`config.mk`:
```
export PLATFORM = sky130hd
export DESIGN_NAME = cntr8_os_logic_flat
export DESIGN_NICKNAME = d
export VERILOG_FILES = /design/src/rtl/cntr8_pkg.sv /design/src/rtl/cntr8_os_logic_if.sv /design/src/rtl/cntr8_state_reg.sv /design/src/rtl/cntr8_os_logic.sv /design/src/flat_wrapper.sv
export SDC_FILE = /design/constraint.sdc
export NUM_CORES = 1
export LEC_CHECK = 0
export ABC_AREA = 1
export BUFFER_PORTS_ARGS = -buffer_cell sky130_fd_sc_hd__buf_2
export CAP_MARGIN = 5
export CORE_MARGIN = 2
export CORE_UTILIZATION = 54
export DETAILED_ROUTE_END_ITERATION = 7
export GPL_TIMING_DRIVEN = 0
export PLACE_DENSITY_LB_ADDON = 0.05
export SYNTH_ARGS = -nofsm -noshare
export SYNTH_HDL_FRONTEND = slang
export SYNTH_SLANG_ARGS = --single-unit
```
`constraint.sdc`:
```
create_clock -name clk -period 3.2 [get_ports clk]
set_clock_uncertainty 0.05 [all_clocks]
set_input_delay 0.48 -clock clk [delete_from_list [all_inputs] [get_ports clk]]
set_output_delay 0.48 -clock clk [all_outputs]
set_load 0.05 [all_outputs]
```
`src/rtl/cntr8_pkg.sv`:
```
// Shared definitions for the 8-bit up/down counter: state codes, state type
// and the default datapath width, used by next-state logic and cntr8_os_logic.
package cntr8_pkg;

  localparam int unsigned CNTR8_WIDTH = 8;

  typedef logic [2:0] state_code_t;

  typedef enum logic [2:0] {
    IDLE = 3'b000,
    LOAD = 3'b001,
    INC  = 3'b010,
    INC2 = 3'b011,
    DEC  = 3'b100,
    DEC2 = 3'b101
  } state_e;

  // Codes 110 and 111 have no meaning and are folded to IDLE by the state register.
  function automatic logic code_is_legal(input state_code_t code);
    return code <= 3'b101;
  endfunction

  function automatic logic code_is_inc(input state_code_t code);
    return (code == INC) || (code == INC2);
  endfunction

  function automatic logic code_is_dec(input state_code_t code);
    return (code == DEC) || (code == DEC2);
  endfunction

endpackage

```
`src/rtl/cntr8_os_logic_if.sv`:
```
// Bus between the counter next-state logic (master) and the state register /
// output datapath (slave).
interface cntr8_os_logic_if
  import cntr8_pkg::*;
#(
  parameter int unsigned WIDTH = CNTR8_WIDTH
);

  state_code_t      next_state;
  logic [WIDTH-1:0] d_in;
  state_code_t      state;
  logic [WIDTH-1:0] d_out;
  logic             ovf;
  logic             unf;
  logic             err;

  modport master (
    output next_state,
    output d_in,
    input  state,
    input  d_out,
    input  ovf,
    input  unf,
    input  err
  );

  modport slave (
    input  next_state,
    input  d_in,
    output state,
    output d_out,
    output ovf,
    output unf,
    output err
  );

endinterface

```
`src/rtl/cntr8_state_reg.sv`:
```
// 3-bit counter state register with asynchronous reset; illegal codes are
// registered as IDLE and raise a one-cycle err pulse.
module cntr8_state_reg
  import cntr8_pkg::*;
(
  input  logic        clk,
  input  logic        reset,
  input  state_code_t next_state,
  output state_code_t state,
  output logic        err
);

  state_e state_d, state_q;
  logic   err_d, err_q;

  always_ff @(posedge clk or posedge reset) begin
    if (reset) begin
      state_q <= IDLE;
      err_q   <= 1'b0;
    end else begin
      state_q <= state_d;
      err_q   <= err_d;
    end
  end

  always_comb begin
    state_d = IDLE;
    err_d   = 1'b0;
    if (code_is_legal(next_state)) begin
      state_d = state_e'(next_state);
    end else begin
      err_d = 1'b1;
    end
  end

  always_comb begin
    state = state_q;
    err   = err_q;
  end

endmodule

```
`src/rtl/cntr8_os_logic.sv`:
```
// Counter state register and output datapath: registers next_state, updates the
// count as commanded by the code being registered, and flags wraps.
module cntr8_os_logic
  import cntr8_pkg::*;
#(
  parameter int unsigned WIDTH = CNTR8_WIDTH
)(
  input logic              clk,
  input logic              reset,
  cntr8_os_logic_if.slave  bus
);

  logic [WIDTH-1:0] d_out_d, d_out_q;
  logic             ovf_d, ovf_q;
  logic             unf_d, unf_q;

  cntr8_state_reg u_state_reg (
    .clk        (clk),
    .reset      (reset),
    .next_state (bus.next_state),
    .state      (bus.state),
    .err        (bus.err)
  );

  always_ff @(posedge clk or posedge reset) begin
    if (reset) begin
      d_out_q <= '0;
      ovf_q   <= 1'b0;
      unf_q   <= 1'b0;
    end else begin
      d_out_q <= d_out_d;
      ovf_q   <= ovf_d;
      unf_q   <= unf_d;
    end
  end

  // The count follows the incoming code on the same edge, not the registered state.
  always_comb begin
    d_out_d = d_out_q;
    ovf_d   = 1'b0;
    unf_d   = 1'b0;
    case (bus.next_state)
      IDLE:    d_out_d = '0;
      LOAD:    d_out_d = bus.d_in;
      INC,
      INC2:    d_out_d = d_out_q + WIDTH'(1);
      DEC,
      DEC2:    d_out_d = d_out_q - WIDTH'(1);
      default: d_out_d = d_out_q;
    endcase
    if (code_is_inc(bus.next_state) && (d_out_q == '1)) begin
      ovf_d = 1'b1;
    end
    if (code_is_dec(bus.next_state) && (d_out_q == '0)) begin
      unf_d = 1'b1;
    end
  end

  always_comb begin
    bus.d_out = d_out_q;
    bus.ovf   = ovf_q;
    bus.unf   = unf_q;
  end

endmodule

```
`src/flat_wrapper.sv`:
```
// flat-port wrapper written by rule: the top's interface ports become plain ports
module cntr8_os_logic_flat import cntr8_pkg::*;
#(
  parameter int unsigned WIDTH = CNTR8_WIDTH
)
  (clk, reset, bus_next_state, bus_d_in, bus_state, bus_d_out, bus_ovf, bus_unf, bus_err);
  cntr8_os_logic_if #(.WIDTH(WIDTH)) bus_i ();
  input logic clk;
  input logic reset;
  input wire logic [$bits(bus_i.next_state)-1:0] bus_next_state;
  input wire logic [$bits(bus_i.d_in)-1:0] bus_d_in;
  output wire logic [$bits(bus_i.state)-1:0] bus_state;
  output wire logic [$bits(bus_i.d_out)-1:0] bus_d_out;
  output wire logic [$bits(bus_i.ovf)-1:0] bus_ovf;
  output wire logic [$bits(bus_i.unf)-1:0] bus_unf;
  output wire logic [$bits(bus_i.err)-1:0] bus_err;
  assign bus_i.next_state = bus_next_state;
  assign bus_i.d_in = bus_d_in;
  assign bus_state = bus_i.state;
  assign bus_d_out = bus_i.d_out;
  assign bus_ovf = bus_i.ovf;
  assign bus_unf = bus_i.unf;
  assign bus_err = bus_i.err;
  cntr8_os_logic #(.WIDTH(WIDTH)) u_core (.clk(clk), .reset(reset), .bus(bus_i));
endmodule
```
**Word-level counts from Yosys, hierarchy flattened**

Index checks and enable logic that the tools add are counted.

- Bits of input ports: 13
- Logic and storage cells: 28
- Flip-flop bits (word level): 14
- Output and inout port bits: 14

- Order comparisons: 1
- $add $sub $neg: 2
- Equality and inequality tests: 6
- Reductions and logical operators: 9
- Multiplexer cells: 5

Operator list:

| operator | number |
|---|---|
| $pmux W8 S4 | 1 |
| $add A8 B1 Y8 const B | 1 |
| $eq A8 B8 Y1 const B | 1 |
| $logic_not A8 Y1 | 1 |
| $sub A8 B1 Y8 const B | 1 |
| $eq A3 B2 Y1 const B | 2 |
| $eq A3 B3 Y1 const B | 2 |
| $reduce_bool A4 Y1 | 1 |
| $reduce_or A2 Y1 | 2 |
| $eq A3 B1 Y1 const B | 1 |
| $le A3 B3 Y1 const B | 1 |
| $logic_not A3 Y1 | 1 |
| $mux W1 | 3 |
| $mux W3 | 1 |
| $logic_and A1 B1 Y1 | 2 |
| $logic_or A1 B1 Y1 | 2 |

**Longest topological paths before layout**

Gate-level depths: netlist of the first run.

- Depth after elaboration: 4
- Gate-level depth with buffers: 11
- Depth with buffers taken out: 11

**Hierarchy**

From an unflattened synthesis of the first run, not the netlist that was laid out.

- Cells, all modules: 135
- Area, all modules: 1017.2 um^2

Modules (own cells, without submodules):

| module | cells an instance | sequential area each (um^2) | instances | area each (um^2) |
|---|---|---|---|---|
| cntr8_os_logic | 122 | 250.2 | 1 | 882.1 |
| cntr8_state_reg | 13 | 100.1 | 1 | 135.1 |

**Worst setup path after synthesis of the first run**

OpenSTA, ideal clock, no wires.

- Path kind: input to register
- Start: input port bus_next_state[1]
- End: register u_core.d_out_q[3], in the netlist u_core.bus.d_out[3]
- Library setup time: 125 ps
- Slack: 1464 ps
- Stages: 9
- Data arrival time: 1561 ps
- Cell sequence: inv_2 nand2_4 inv_1 ha_1 nand3_1 nand3_2 or2_1 nand3_1 nand3_1

- Cells in the longest elaborated chain, start to end: 3
- Elaborated cells on any way between the ends: 10
- Classes of those cells: eq/ne (5); mux (1); reduce/logical (4)

Ends and longest elaborated chain:

| item | line | text |
|---|---|---|
| start: declaration | flat_wrapper.sv:10 | `input wire logic [$bits(bus_i.next_state)-1:0] bus_next_state;` |
| $eq A3 B3 Y1 / $eq A3 B2 Y1 (equally long branches) | cntr8_os_logic.sv:42 | `case (bus.next_state)` |
| $reduce_or A2 Y1 | cntr8_os_logic.sv:42 |  |
| $pmux W8 S4 / $reduce_bool A4 Y1 (equally long branches) | -- |  |
| end signal: assignment | cntr8_os_logic.sv:31 | `d_out_q <= d_out_d;` |
| end: declaration | cntr8_os_logic.sv:13 | `logic [WIDTH-1:0] d_out_d, d_out_q;` |

Several ways; a longest one is shown, not always the timed one.
A chain may end at the register's enable or synchronous reset.

**Worst setup path after layout of the first run**

- Start: input port bus_next_state[1]
- End: register u_core.d_out_q[7], in the netlist u_core.bus.d_out[7]

Same word-level chain as after synthesis.

==> results of run 1 <==
where the power goes:
part	leakage, uW	internal [uW]	switching [uW]
logic	0.000471	104	234
clock network	0.0000138	43.6	52.5
registers	0.000179	207	45.8
total	0.000664	354	333
synth_stat cells:
master	number	area share
sky130_fd_sc_hd__o211ai_1	2	0.016
sky130_fd_sc_hd__nand3b_1	1	0.0081
sky130_fd_sc_hd__nand2_4	2	0.024
sky130_fd_sc_hd__nand4_1	2	0.014
sky130_fd_sc_hd__or2_1	1	0.0068
sky130_fd_sc_hd__a21oi_2	1	0.0095
sky130_fd_sc_hd__nor3_1	2	0.011
sky130_fd_sc_hd__or2_2	1	0.0068
sky130_fd_sc_hd__a21oi_1	2	0.011
sky130_fd_sc_hd__nand2_2	3	0.020
sky130_fd_sc_hd__nor2_1	4	0.016
sky130_fd_sc_hd__dfrtp_1	14	0.38
sky130_fd_sc_hd__nor4_1	1	0.0068
sky130_fd_sc_hd__nand3_1	14	0.076
sky130_fd_sc_hd__fa_1	1	0.022
sky130_fd_sc_hd__clkinv_1	1	0.0041
sky130_fd_sc_hd__ha_1	6	0.081
sky130_fd_sc_hd__nand2_1	41	0.17
sky130_fd_sc_hd__inv_1	17	0.069
sky130_fd_sc_hd__inv_2	2	0.0081
sky130_fd_sc_hd__nand3_2	4	0.043
area by class of cell:
cell class | instances | area [sq um] | area share
flip-flops and latches | 14 | 350 | 0.320
multi-input cells | 88 | 498 | 0.454
inverters | 20 | 75.1 | 0.0685
repair buffers | 26 | 130 | 0.119
well taps | 16 | 20.0 | 0.0183
clock buffers | 3 | 22.5 | 0.0205
cell usage in the layout (no fill, tap or decap), types with 3 or more instances in the layout:
cell type,Yosys,routed
sky130_fd_sc_hd__nand2_2,3,3
sky130_fd_sc_hd__nor2_1,4,4
sky130_fd_sc_hd__ha_1,6,6
sky130_fd_sc_hd__buf_2,0,26
sky130_fd_sc_hd__nand3_2,4,4
sky130_fd_sc_hd__clkbuf_4,0,3
sky130_fd_sc_hd__nand3_1,14,14
sky130_fd_sc_hd__dfrtp_1,14,14
sky130_fd_sc_hd__nand2_1,41,41
sky130_fd_sc_hd__inv_1,17,17
critical path: stages:
cell	delay (ps)
sky130_fd_sc_hd__buf_2	120
sky130_fd_sc_hd__inv_2	80
sky130_fd_sc_hd__nand2_4	70
sky130_fd_sc_hd__inv_1	220
sky130_fd_sc_hd__ha_1	330
sky130_fd_sc_hd__nand2_1	100
sky130_fd_sc_hd__nand2_1	80
sky130_fd_sc_hd__a21oi_2	170
sky130_fd_sc_hd__nand3_2	90
sky130_fd_sc_hd__nand3_2	80
sky130_fd_sc_hd__nand3_2	50
cell families (layout without fill, tap and decap cells):
group                      after synthesis  in the layout  share of synthesized area
and+or+nand+nor                         76             76                      0.400
AOI/OAI and AO/OA                        5              5                     0.0366
adders and majority gates                7              7                      0.103
DFF                                     14             14                      0.379
buffers and inverters                   20             49                     0.0813
worst max path at each step:
stage                                       to  slack (ps)               from
2_1_floorplan  u_core.bus.d_out[3]$_DFFE_PP0P_        1460  bus_next_state[1]
3_5_place_dp   u_core.bus.d_out[7]$_DFFE_PP0P_        1160  bus_next_state[1]
6_report       u_core.bus.d_out[7]$_DFFE_PP0P_        1430  bus_next_state[1]
3_3_place_gp   u_core.bus.d_out[7]$_DFFE_PP0P_        1220  bus_next_state[1]
4_1_cts        u_core.bus.d_out[7]$_DFFE_PP0P_        1450  bus_next_state[1]
5_1_grt        u_core.bus.d_out[6]$_DFFE_PP0P_        1330  bus_next_state[1]
state kept, by name, indices dropped and copies added (netlist names):
name                      cells
u_core.u_state_reg.err        1
u_core.u_state_reg.state      3
u_core.bus.unf                1
u_core.bus.d_out              8
u_core.bus.ovf                1
per-layer routing:
| layer | part of all wire | wire (um) | up-vias | track usage |
|---|---|---|---|---|
| met3 | 0.055 | 105 | 5 | 0.0280 |
| met2 | 0.48 | 917 | 33 | 0.346 |
| met1 | 0.44 | 845 | 393 | 0.275 |
| met4 | 0.022 | 42 | 0 | 0.124 |
| li1 | - | - | 453 | - |
| met5 | 0 | 0 | - | 0 |
stage by stage:
stage,power [uW],area [sq um],setup slack [ps]
floorplan,513,923,1460
global placement,584,1070,1220
detailed placement,594,1070,1160
CTS,688,1100,1450
global route,738,1100,1330
finish,687,1100,1430
==> results summary, run 1 <==
Setup violations remaining at the end of the flow were counted as 0. The wire length per cell after detailed routing is 11.4 um. The worst setup path is launched from an input pin. The number of cell rows came out at 14. The initial DRC count came out at 27. The count of final hold-check violations is 0. The type of element capturing the critical path is a flop.

The worst endpoint required time came out at 3320 ps. The CTS buffer count came out at 3. The fraction of final layout cells sized beyond drive strength 1 is 0.278. The clock sink count came out at 14.

The layout overhead on the synthesized area came out at 18.7%. The top-level I/O count is 27. The maximum number of pins on one net before global-route repair came out at 15.

The normalized max-slew margin is 0.655. The number of max-slew violations in the final report came out at 0. The critical path class is input pin to flop. The number of iterations in the first detailed-routing pass is 4. The post-detailed-route count of antenna-violating nets is 0. Across the run, the number of max-cap violations was 0. The floorplan step set the die height to 45.4 um.

The classification of the worst-slack hold path is input pin to asynchronous set/reset pin. For this run, design rule violations remaining after detail routing come to 0. The clock-pin slew reported for the worst setup and hold paths after clock tree synthesis came out at 80 ps.

The initial antenna violation count is 0. The final core utilization is 0.703. The transition time of the tightest slew-check pin is 518 ps.

After synthesis the cells add up to 923 sq um. The startpoint identified for the worst register-to-register timing path is u_core.bus.d_out[0]$_DFFE_PP0P_. In this run the power density over the cells is 627 nW/um^2. In this run the clock root is driven by a sky130_fd_sc_hd__clkbuf_4. For flop-to-flop paths, the worst setup slack is 1580 ps. The core area is 1560 sq um. The number of port buffers is 26. The die covers 2060 sq um.

In the final timing run, aggregate negative setup slack is 0 ps. The static power due to leakage is 0.000664 uW. The post-cts sizing count came out at 0. The sequential fraction of the synthesis area is 0.379.

The number of standard cells in the final layout excluding fillers is 167. The clock tree buffer depth is 2. The flow ran to the end, and the final reports show no timing, DRC or antenna violations. The Yosys warning count came out at 0. The depth of the worst register-to-register path came out at 7. The capture instance of the worst register-to-register path is u_core.bus.d_out[6]$_DFFE_PP0P_.

In the finished design, the share of the clock period the worst path needs comes to 0.552. Synthesis produced 122 cells. The number of nets in the synthesized netlist is 142. The post-route minimum period came out at 1770 ps. The number of cells in the design after placement came out at 164. The post-DP HPWL is 1480 um. The register bit count reported by yosys is 14. The number of global-route vias before repair is 765.

At the later pin of the worst-skew pair, clock insertion delay measures 280 ps. The mean number of vias per cell is 5.29. The maximum resistive drop on vdd came out at 488 uV. The per-instance average area after synthesis is 7.57 sq um. The final-layout fill cell count is 132. The maximum clock rate is 566 MHz.

The maximum fanout encountered on the critical timing path came out at 7. The number of nets in the finished design is 173. The die is 45.4 um wide. The worst path arrival time is 1890 ps.

The total global-route track usage came out at 0.215. The smallest hold slack came out at 171 ps. The depth of the CTS H-tree is 1. The number of hold buffers added after CTS was 0. The global placer's final weighted congestion came out at 0.797. The leftover overflow at the end of global routing came out at 0. Detailed routing inserted a total of 884 vias.

The final routed wirelength across all metal layers is 1910 um. The antenna diode instance count is 0. The synthesized netlist contains 21 unique library cells.

The post-CTS setup buffer count came out at 0. TritonCTS built the clock tree. The initial core utilization is 0.592. The wire length of the first global-routing pass is 3120 um.

Setup repair after global routing left no endpoint under its margin.
Power figures use the tool's default switching activity.
==> inputs of run 2 (changes only) <==
--- a/config.mk
+++ b/config.mk
@@ -9,7 +9,7 @@
 export BUFFER_PORTS_ARGS = -buffer_cell sky130_fd_sc_hd__buf_2
 export CAP_MARGIN = 5
 export CORE_MARGIN = 2
-export CORE_UTILIZATION = 54
+export CORE_UTILIZATION = 50
 export DETAILED_ROUTE_END_ITERATION = 7
 export GPL_TIMING_DRIVEN = 0
 export PLACE_DENSITY_LB_ADDON = 0.05
==> constraint.sdc (replaced) <==
create_clock -name clk -period 1.8 [get_ports clk]
set_clock_uncertainty 0.05 [all_clocks]
set_input_delay 0.27 -clock clk [delete_from_list [all_inputs] [get_ports clk]]
set_output_delay 0.27 -clock clk [all_outputs]
set_load 0.05 [all_outputs]
==> run 2 against run 1 <==
Against the previous run:
- via count fell by 2.4%
- design area rose by 3.2%
- clock power increased by 130%
- combinational power rose by 77%
- global-route usage is 0.69 points lower
- worst hold slack got worse by 17 ps
- sequential power increased by 79%
- die area up 7.3%
- critical endpoint is now u_core.bus.d_out[6]$_DFFE_PP0P_
- largest cell class unchanged
==> results summary, run 2 (synthesis results as in run 1) <==
The post-route minimum period is 1640 ps. The initial antenna violation count is 0 (unchanged). The number of nets in the finished design came out at 174 (+0.58%). The fraction of final layout cells sized beyond drive strength 1 is 0.281 (+0.00290). The final core utilization came out at 0.655 (-0.0480).

The post-detailed-route count of antenna-violating nets came to 0 (unchanged). The die span in x is 47.0 um (+3.6%). The number of iterations in the first detailed-routing pass came to 4 (unchanged). The tightest min-delay check is of the input pin to flop type. The library cells used most frequently in the layout, excluding fill and tap cells, are sky130_fd_sc_hd__nand2_1, sky130_fd_sc_hd__buf_2, sky130_fd_sc_hd__inv_1, sky130_fd_sc_hd__nand3_1, sky130_fd_sc_hd__dfrtp_1.

In the finished design, the share of the clock period the worst path needs comes to 0.912. The worst path arrival time came out at 1750 ps (-140 ps). The leftover overflow at the end of global routing came out at 0 (unchanged). The CTS buffer count came out at 3 (unchanged). The worst setup path is captured at a flop. The total global-route track usage is 0.208 (-0.00690).

The critical path launch point type is a flop. The initial core utilization came out at 0.535 (-0.0575). The depth of the CTS H-tree is 1 (unchanged). The mean number of vias per cell came to 4.85 (-8.4%). The run finished with clean final reports.

The maximum fanout encountered on the critical timing path came to 7 (unchanged). The most frequent standard cell in the layout excluding fill and tap cells is sky130_fd_sc_hd__nand2_1. The critical path goes through fa_1, nand3_1, nand2_1, nand2_1, nand3_1, nand3_1, nand3_1. The clock tree buffer depth came out at 2 (unchanged). The normalized max-slew margin is 0.656 (+0.00135).

The clock root buffer master is sky130_fd_sc_hd__clkbuf_4. The critical path's largest stage delay is 490 ps (+160 ps). The max-capacitance violation count came out at 0 (unchanged). Counting stages on the worst path, the most repeated cell is sky130_fd_sc_hd__nand3_1. The post-place instance area came out at 1080 sq um (+1.0%). The flip-flop count of the largest register after layout is 8 (unchanged). The post-DP HPWL is 1540 um (+4.0%). The power per standard cell area is 1120 nW/um^2 (+79%). The number of cell rows is 15 (+1). The die height came out at 47.0 um (+3.6%). The number of instances on the worst hold path came out at 3. The top-level I/O count came out at 27 (unchanged).

The clock sink count is 14 (unchanged). The final design instance area without fill is 1130 sq um (+3.2%). The core area is 1730 sq um (+11%).

The pre-CTS setup slack is -76.5 ps (-1240 ps). The number of global-route vias before repair came out at 753 (-1.6%). The maximum resistive drop on vdd came out at 657 uV (+35%). The layout overhead on the synthesized area came out at 22.5%. The static power due to leakage is 0.000676 uW (+1.7%). The count of final hold-check violations is 0 (unchanged). The final worst slack is 158 ps (-1270 ps). The maximum clock rate is 609 MHz. The total of endpoints with negative setup slack in the final report is 0 (unchanged). The initial DRC count came out at 13 (-52%).

The antenna diode instance count is 0 (unchanged). The TritonCTS clock tree is yes. The post-CTS setup buffer count is 0 (unchanged). The die area came out at 2210 sq um (+7.3%).

The transition time of the tightest slew-check pin is 516 ps (-2.02 ps). The number of port buffers came to 26 (unchanged). The final routed wirelength across all metal layers is 2010 um (+5.3%). The total number of vias is 863 (-2.4%). The post-cts sizing count came out at 0 (unchanged). The depth of the worst register-to-register path was 7 (unchanged).

On the critical path, the stage with the largest delay is an instance of sky130_fd_sc_hd__fa_1. The number of max-slew violations in the final report is 0 (unchanged). The critical path in this run is classified as flop to flop. The maximum number of pins on one net before global-route repair was 15 (unchanged). The wire length per cell after detailed routing came out at 11.3 um (-1.2%). The global placer's final weighted congestion is 0.767 (-3.8%). The detailed-route DRC error count is 0 (unchanged). The clock network latency to the later pin of the worst-skew pair was 270 ps (about the same). The worst endpoint required time came out at 1910 ps (-1410 ps).

The clock-pin slew reported for the worst setup and hold paths after clock tree synthesis came out at 80 ps (about the same). The wire length of the first global-routing pass came out at 3240 um (+3.8%). Setup repair after global routing left no endpoint under its margin.
[run 2: cell count changes in the layout (fill, tap and decap cells not counted), sizes merged]
cell,previous run,this run
clkbuf,3,4
dlygate4sd3,0,1
[run 2: worst paths after layout]
path	from	endpoint	slack (ps)
setup / recovery	u_core.bus.d_out[0]$_DFFE_PP0P_	u_core.bus.d_out[6]$_DFFE_PP0P_	160
hold / removal	bus_d_in[1]	u_core.bus.d_out[1]$_DFFE_PP0P_	150
setup reg to reg	u_core.bus.d_out[0]$_DFFE_PP0P_	u_core.bus.d_out[6]$_DFFE_PP0P_	160
hold reg to reg	u_core.bus.d_out[4]$_DFFE_PP0P_	u_core.bus.d_out[4]$_DFFE_PP0P_	540
max in group asynchronous	reset	u_core.u_state_reg.state[0]$_DFF_PP0_	830
min in group asynchronous	reset	u_core.bus.d_out[4]$_DFFE_PP0P_	530
[run 2: per-layer routing]
metal / track usage / up-vias / part of all wire
li1: - / 450 / -
met1: 0.254 / 390 / 0.48
met2: 0.378 / 19 / 0.48
met3: 0.0115 / 4 / 0.025
met4: 0.0833 / 0 / 0.016
met5: 0 / - / 0
[run 2: what timing repair did]
action | 4_1_cts | 5_1_grt
endpoints found under the hold margin | 14 | 0
hold buffers | 1 | 0
endpoints found under the setup margin | 0 | 0
[run 2: layout make-up]
type / instances / area, sq um
well taps: 25 / 31.3
flip-flops and latches: 14 / 350
clock buffers: 4 / 36.3
inverters: 20 / 75.1
repair buffers: 27 / 140
multi-input cells: 88 / 498
fillers: 164 / 596
[run 2: report_power, final]
group          internal (uW)  switching [uW]  total (uW)  leakage [uW]
Sequential               368            84.1         452      0.000179
Combinational            185             413         598      0.000475
Clock                    123            96.4         219     0.0000210
[run 2: metrics by stage]
stage / instances / hold WS (ps) / total power, uW / TNS [ps]
2_1_floorplan: 122 / 109 / 912 / 0
3_3_place_gp: 173 / 268 / 1040 / -0.997
4_1_cts: 178 / 158 / 1270 / 0
3_5_place_dp: 173 / 275 / 1050 / -179
6_report: 178 / 155 / 1270 / 0
5_1_grt: 178 / 161 / 1360 / 0
[run 2: critical path, delay by kind of cell, from the launching register on]
| family | cells | cell delay (ps) |
|---|---|---|
| adder cells (fa/ha/maj) | 1 | 490 |
| flip-flops | 1 | 480 |
| AND/OR/NAND/NOR | 6 | 510 |
